### config.mk
export PLATFORM = sky130hd
export DESIGN_NAME = trace_arbiter_flat
export DESIGN_NICKNAME = d
export VERILOG_FILES = /design/src/rtl/trace_arbiter_if.sv /design/src/rtl/trace_arbiter.sv /design/src/flat_wrapper.sv
export SDC_FILE = /design/constraint.sdc
export NUM_CORES = 2
export LEC_CHECK = 0
export BUFFER_PORTS_ARGS = -buffer_cell sky130_fd_sc_hd__buf_2
export CORE_UTILIZATION = 45
export DETAILED_ROUTE_END_ITERATION = 8
export PLACE_DENSITY_LB_ADDON = 0.05
export SLEW_MARGIN = 40
export SYNTH_ARGS = -nofsm -noshare
export SYNTH_HDL_FRONTEND = slang
export SYNTH_SLANG_ARGS = --single-unit
### constraint.sdc
create_clock -name clk -period 13.2 [get_ports clk]
set_clock_uncertainty 0.05 [all_clocks]
set_input_delay 3.3 -clock clk [delete_from_list [all_inputs] [get_ports clk]]
set_output_delay 3.3 -clock clk [all_outputs]
set_load 0.005 [all_outputs]
### src/rtl/trace_arbiter_if.sv
// rtl/trace_arbiter_if.sv - tracker-source and trace-sink signal bundle for trace_arbiter
interface trace_arbiter_if #(
  parameter int NUM_SRC     = 4,
  parameter int TRACE_WIDTH = 128
);
  localparam int SRC_W = (NUM_SRC > 1) ? $clog2(NUM_SRC) : 1;

  logic [NUM_SRC-1:0]             src_valid;
  logic [NUM_SRC*TRACE_WIDTH-1:0] src_data;
  logic                           out_valid;
  logic                           out_ready;
  logic [TRACE_WIDTH-1:0]         out_data;
  logic [SRC_W-1:0]               out_src;

  modport master (
    output src_valid, src_data, out_ready,
    input  out_valid, out_data, out_src
  );

  modport slave (
    input  src_valid, src_data, out_ready,
    output out_valid, out_data, out_src
  );
endinterface

### src/rtl/trace_arbiter.sv
// rtl/trace_arbiter.sv - per-source trace FIFOs merged round-robin into one registered stream
module trace_arbiter #(
  parameter int NUM_SRC     = 4,
  parameter int TRACE_WIDTH = 128,
  parameter int FIFO_DEPTH  = 4,
  parameter int CNT_WIDTH   = 16
) (
  input  logic                         clk,
  input  logic                         rst,
  input  logic                         enable,
  input  logic                         clear_ovf,
  output logic [NUM_SRC-1:0]           ovf_sticky,
  output logic [NUM_SRC*CNT_WIDTH-1:0] drop_count,
  output logic                         idle,
  trace_arbiter_if.slave               bus
);
  localparam int SRC_W = (NUM_SRC > 1) ? $clog2(NUM_SRC) : 1;
  localparam int PTR_W = $clog2(FIFO_DEPTH);
  localparam int OCC_W = PTR_W + 1;

  typedef enum logic {S_EMPTY, S_FULL} state_t;
  state_t state, state_nx;

  logic [TRACE_WIDTH-1:0] mem [NUM_SRC][FIFO_DEPTH];
  logic [PTR_W-1:0]       wr_ptr [NUM_SRC];
  logic [PTR_W-1:0]       rd_ptr [NUM_SRC];
  logic [OCC_W-1:0]       occ    [NUM_SRC];
  logic [CNT_WIDTH-1:0]   cnt    [NUM_SRC];

  logic [SRC_W-1:0]       last_grant, pick, cand, src_q;
  logic [TRACE_WIDTH-1:0] data_q;
  logic                   have_pick, load_ok, do_load;
  logic [NUM_SRC-1:0]     empty, full, pop, push, drop;

  always_comb begin
    empty = '0;
    full  = '0;
    for (int i = 0; i < NUM_SRC; i++) begin
      empty[i] = (occ[i] == '0);
      full[i]  = (occ[i] == OCC_W'(FIFO_DEPTH));
    end
  end

  // Walk from the farthest candidate back to the nearest so the nearest non-empty one wins.
  always_comb begin
    pick      = '0;
    cand      = '0;
    have_pick = 1'b0;
    for (int k = NUM_SRC; k >= 1; k--) begin
      cand = SRC_W'((int'(last_grant) + k) % NUM_SRC);
      if (!empty[cand]) begin
        pick      = cand;
        have_pick = 1'b1;
      end
    end
  end

  always_ff @(posedge clk or negedge rst) begin
    if (!rst) state <= S_EMPTY;
    else      state <= state_nx;
  end

  always_comb begin
    state_nx = state;
    case (state)
      S_EMPTY: if (do_load) state_nx = S_FULL;
      S_FULL:  if (bus.out_ready && !do_load) state_nx = S_EMPTY;
      default: state_nx = S_EMPTY;
    endcase
  end

  always_comb begin
    bus.out_valid = (state == S_FULL);
    load_ok       = enable && ((state == S_EMPTY) || bus.out_ready);
    do_load       = load_ok && have_pick;
  end

  // A full FIFO still takes a push when it is being popped in the same cycle.
  always_comb begin
    pop  = '0;
    push = '0;
    drop = '0;
    for (int i = 0; i < NUM_SRC; i++) begin
      pop[i]  = do_load && (pick == SRC_W'(i));
      push[i] = bus.src_valid[i] && (!full[i] || pop[i]);
      drop[i] = bus.src_valid[i] && full[i] && !pop[i];
    end
  end

  always_ff @(posedge clk) begin
    for (int i = 0; i < NUM_SRC; i++)
      if (push[i]) mem[i][wr_ptr[i]] <= bus.src_data[i*TRACE_WIDTH +: TRACE_WIDTH];
  end

  always_ff @(posedge clk or negedge rst) begin
    if (!rst) begin
      last_grant <= SRC_W'(NUM_SRC - 1);
      data_q     <= '0;
      src_q      <= '0;
      ovf_sticky <= '0;
      for (int i = 0; i < NUM_SRC; i++) begin
        wr_ptr[i] <= '0;
        rd_ptr[i] <= '0;
        occ[i]    <= '0;
        cnt[i]    <= '0;
      end
    end else begin
      if (do_load) begin
        data_q     <= mem[pick][rd_ptr[pick]];
        src_q      <= pick;
        last_grant <= pick;
      end
      for (int i = 0; i < NUM_SRC; i++) begin
        if (push[i]) wr_ptr[i] <= wr_ptr[i] + 1'b1;
        if (pop[i])  rd_ptr[i] <= rd_ptr[i] + 1'b1;
        if (push[i] && !pop[i])      occ[i] <= occ[i] + 1'b1;
        else if (pop[i] && !push[i]) occ[i] <= occ[i] - 1'b1;
        // A drop coinciding with clear restarts the count at one.
        if (drop[i]) begin
          ovf_sticky[i] <= 1'b1;
          if (clear_ovf)          cnt[i] <= CNT_WIDTH'(1);
          else if (cnt[i] != '1) cnt[i] <= cnt[i] + 1'b1;
        end else if (clear_ovf) begin
          ovf_sticky[i] <= 1'b0;
          cnt[i]        <= '0;
        end
      end
    end
  end

  always_comb begin
    bus.out_data = data_q;
    bus.out_src  = src_q;
    idle         = (&empty) && (state == S_EMPTY);
    drop_count   = '0;
    for (int i = 0; i < NUM_SRC; i++)
      drop_count[i*CNT_WIDTH +: CNT_WIDTH] = cnt[i];
  end
endmodule

### src/flat_wrapper.sv
// flat-port wrapper written by rule: the top's interface ports become plain ports
module trace_arbiter_flat 
#(
  parameter int NUM_SRC     = 4,
  parameter int TRACE_WIDTH = 128,
  parameter int FIFO_DEPTH  = 4,
  parameter int CNT_WIDTH   = 16
)
  (clk, rst, enable, clear_ovf, ovf_sticky, drop_count, idle, bus_src_valid, bus_src_data, bus_out_ready, bus_out_valid, bus_out_data, bus_out_src);
  trace_arbiter_if #(.NUM_SRC(NUM_SRC), .TRACE_WIDTH(TRACE_WIDTH)) bus_i ();
  input  logic clk;
  input  logic rst;
  input  logic enable;
  input  logic clear_ovf;
  output logic [NUM_SRC-1:0] ovf_sticky;
  output logic [NUM_SRC*CNT_WIDTH-1:0] drop_count;
  output logic idle;
  input wire logic [$bits(bus_i.src_valid)-1:0] bus_src_valid;
  input wire logic [$bits(bus_i.src_data)-1:0] bus_src_data;
  input wire logic [$bits(bus_i.out_ready)-1:0] bus_out_ready;
  output wire logic [$bits(bus_i.out_valid)-1:0] bus_out_valid;
  output wire logic [$bits(bus_i.out_data)-1:0] bus_out_data;
  output wire logic [$bits(bus_i.out_src)-1:0] bus_out_src;
  assign bus_i.src_valid = bus_src_valid;
  assign bus_i.src_data = bus_src_data;
  assign bus_i.out_ready = bus_out_ready;
  assign bus_out_valid = bus_i.out_valid;
  assign bus_out_data = bus_i.out_data;
  assign bus_out_src = bus_i.out_src;
  trace_arbiter #(.NUM_SRC(NUM_SRC), .TRACE_WIDTH(TRACE_WIDTH), .FIFO_DEPTH(FIFO_DEPTH), .CNT_WIDTH(CNT_WIDTH)) u_core (.clk(clk), .rst(rst), .enable(enable), .clear_ovf(clear_ovf), .ovf_sticky(ovf_sticky), .drop_count(drop_count), .idle(idle), .bus(bus_i));
endmodule
==> impl_metrics.tcl <==
set metrics [dict create \
    status "completed" \
    relSlewSlack_pct 39.4 \
    cts_buffers 233 \
    num_vias 58200 \
    maxSlewViolCount 0 \
    ys_async_sr_fraction_pct 10.1 \
    avgViaCountPerCell 6.05 \
    clock_path_buffers 3 \
    setup_viol 0 \
    wl_per_cell_um 30.9 \
    grt_max_degree 191 \
    holdWs_ns 0.422 \
    place_worst_setup_slack_ns 5.00 \
    cts_tree "built" \
    cts.sink_count 2277 \
    chipHeight_um 445 \
    tns_ns 0 \
    critical_path.endpoint_type "flop" \
    crit_arrival_ns 7.75 \
    hold_path_class "flop to flop" \
    clk-insertion-delay-late_ns 0.89 \
    synthCells 6115 \
    avgSynthCellArea_um2 14.5 \
    grt_first_pass_wirelength_um 419000 \
    drt-initial-drc-count 6281 \
    cts_resized 0 \
    clk_pin_slew_ns 0.06 \
    initial_utilization_pct 45.3 \
    synthXorXnorAreaFrac_pct 0.703 \
    synthAdderAreaFrac_pct 0.430 \
    fin_util_pct 52.9 \
    setup_ws_ns 5.89 \
    muxShareOfSynthArea_pct 0.107 \
    worst_pin_slew_ns 0.909 \
    postCtsHoldBufs 0 \
    io_pins 721 \
    synth-compound-area-share_pct 14.8 \
    first_global_vias 56600 \
    synth-simple-area-share_pct 5.73 \
    syn_to_final_growth_pct 16.6 \
    irDropWorstVdd_uv 290 \
    rsz0062_at_grt "false" \
    critPathMaxFanout 41 \
    total_leakage_power_nw 36.8 \
    grt_antenna_before_repair 159 \
    synth_cell_type_count 65 \
    startpoint_type "primary input" \
    rows 162 \
    synthesis.nets 6664 \
    timing.fmax_ghz 0.137 \
    critical_path_required_ns 13.64 \
    powerDensity_nw_per_um2 297 \
    gp_congestion 0.886 \
    cts-root-buf "clkbuf_16" \
    period_minus_slack_ns 7.31 \
    grtUsageTotal_pct 29.5 \
    synth-main-ff-cell "edfxtp_1" \
    ant_nets 0 \
    coreArea_um2 195000 \
    final_nets 7280 \
    synth_top_family_by_area "compound AO/OA/AOI/OAI gates" \
    layout-drive-gt1-share_pct 17.7 \
    min_period_over_period_pct 55.4 \
    globalRouteOverflowTotal 0 \
    ctsHtreeMaxLevel 4 \
    ys_seq_elements 2277 \
    max-cap-violations 0 \
    yosysWarnings 0 \
    die_area_um2 198000 \
    finalHoldViolations 0 \
    synth-edff-count 2048 \
    die_x_um 445 \
    drc 0 \
    port_buffers 720 \
    post_cts_buffers 0 \
    dp_hpwl_um 174000 \
    wirelength_um 297000 \
    path_class "primary input to flop" \
    drt_pass1_iterations 8 \
    syn_area_um2 88500 \
    finalPower_mw 30.7 \
    yosysSeqAreaShare_pct 76.0 \
]
==> placed cells by master (no fill, tap or decap), drive strengths merged, types with 14 or more instances in the layout <==
master / count
nand2: 1066
nand3: 24
dfrtp: 227
diode: 60
or3: 14
clkbuf: 332
xnor2: 30
nor2: 81
buf: 834
inv: 36
and2: 19
ha: 24
xor2: 41
a211o: 128
a221o: 512
a21oi: 1292
o21ai: 19
bufinv: 27
nand4: 15
clkinv: 76
edfxtp: 2048
==> state kept, by name, summed over array words and instances, names as in the netlist <==
register / count
u_core.mem: 2048
u_core.bus.out_data: 128
u_core.occ: 12
u_core.ovf_sticky: 4
u_core.drop_count: 64
u_core.rd_ptr: 8
u_core.last_grant: 2
u_core.wr_ptr: 8
u_core.bus.out_src: 2
u_core.bus.out_valid: 1
==> worst paths after layout <==
check | from | slack, ns | cells after the start | end
worst max-delay path | bus_out_ready | 5.89 | 10 | u_core.mem[0][479]
max in group asynchronous | rst | 9.35 | 2 | u_core.bus.out_data[20]
worst min-delay path | u_core.rd_ptr[3] | 0.42 | 1 | u_core.rd_ptr[3]
min in group asynchronous | rst | 2.37 | 1 | u_core.drop_count[59]
worst min register to register | u_core.rd_ptr[3] | 0.42 | 1 | u_core.rd_ptr[3]
worst max register to register | u_core.occ[3] | 7.28 | 9 | u_core.mem[1][440]
==> layout make-up <==
class,count,area [µm²]
antenna,60,150
clock buffer,332,6510
clock inverter,115,1460
fill,16400,92000
inverter,29,109
multi-input combinational,3356,19400
sequential,2277,67200
tap,2624,3280
timing repair buffer,834,5050
==> synth_stat cells (2+ instances only) <==
cell type	instances	area, µm²
edfxtp_1	2048	61500
a21oi_1	1292	6470
nand2_1	1066	4000
a221o_1	512	5120
clkbuf_1	342	1280
dfrtp_1	227	5680
a211o_1	128	1120
nor2_1	81	304
buf_2	58	290
xor2_1	41	359
buf_1	31	116
xnor2_1	30	263
inv_1	29	109
ha_1	24	300
nand3_1	24	120
buf_4	19	143
o21ai_0	19	95.1
and2_1	18	113
nand4_1	15	93.8
or3_1	14	87.6
and3_1	12	75.1
nor3_1	10	50.1
mux2i_1	5	50.1
a21o_1	4	30.0
fa_1	4	80.1
mux2_2	4	45.0
and4_1	3	26.3
nand2b_1	3	18.8
nor2b_1	3	18.8
nor3b_1	3	22.5
nor4_1	3	18.8
clkbuf_4	2	15.0
dfstp_2	2	52.6
nor3_2	2	20.0
o211ai_2	2	25.0
o311a_1	2	20.0
o311ai_1	2	17.5
o32ai_1	2	17.5
o41ai_1	2	17.5
or4_1	2	15.0
==> routing by layer <==
metal | share of wire, % | global-route usage [%] | vias to the layer above
met4 | 3.3 | 10.5 | 60
li1 | - | - | 24900
met2 | 48 | 47.2 | 2622
met1 | 42 | 40.6 | 30100
met3 | 7.1 | 5.04 | 581
met5 | 0.12 | 0 | -
==> worst max-delay path: stages <==
cell and delay (ns):
buf_2 0.08, nand2b_1 0.24, nand2_4 0.39, buf_6 0.44, nor3_2 0.41, inv_1 0.14
a31oi_2 0.53, and2_4 0.61, buf_4 0.68, buf_4 0.72
==> stage by stage <==
step / instances / area [µm²]
floorplan: 6115 / 88500
global placement: 9100 / 94400
detailed placement: 9114 / 94900
CTS: 9561 / 103000
global route: 9618 / 103000
finish: 9627 / 103000
==> cell families after synthesis <==
logic type | Yosys count
AOI/OAI and AO/OA | 1981
xor gates and xnor gates | 71
adders and majority gates | 28
buffers and inverters | 482
DFF | 2277
muxes | 9
and+or+nand+nor | 1267
==> power breakdown <==
group | switching [mW] | internal, mW | total [mW]
Clock | 2.87 | 3.97 | 6.84
Combinational | 9.32 | 4.42 | 13.7
Sequential | 0.538 | 9.56 | 10.1
(Power assumes the default switching activity.)
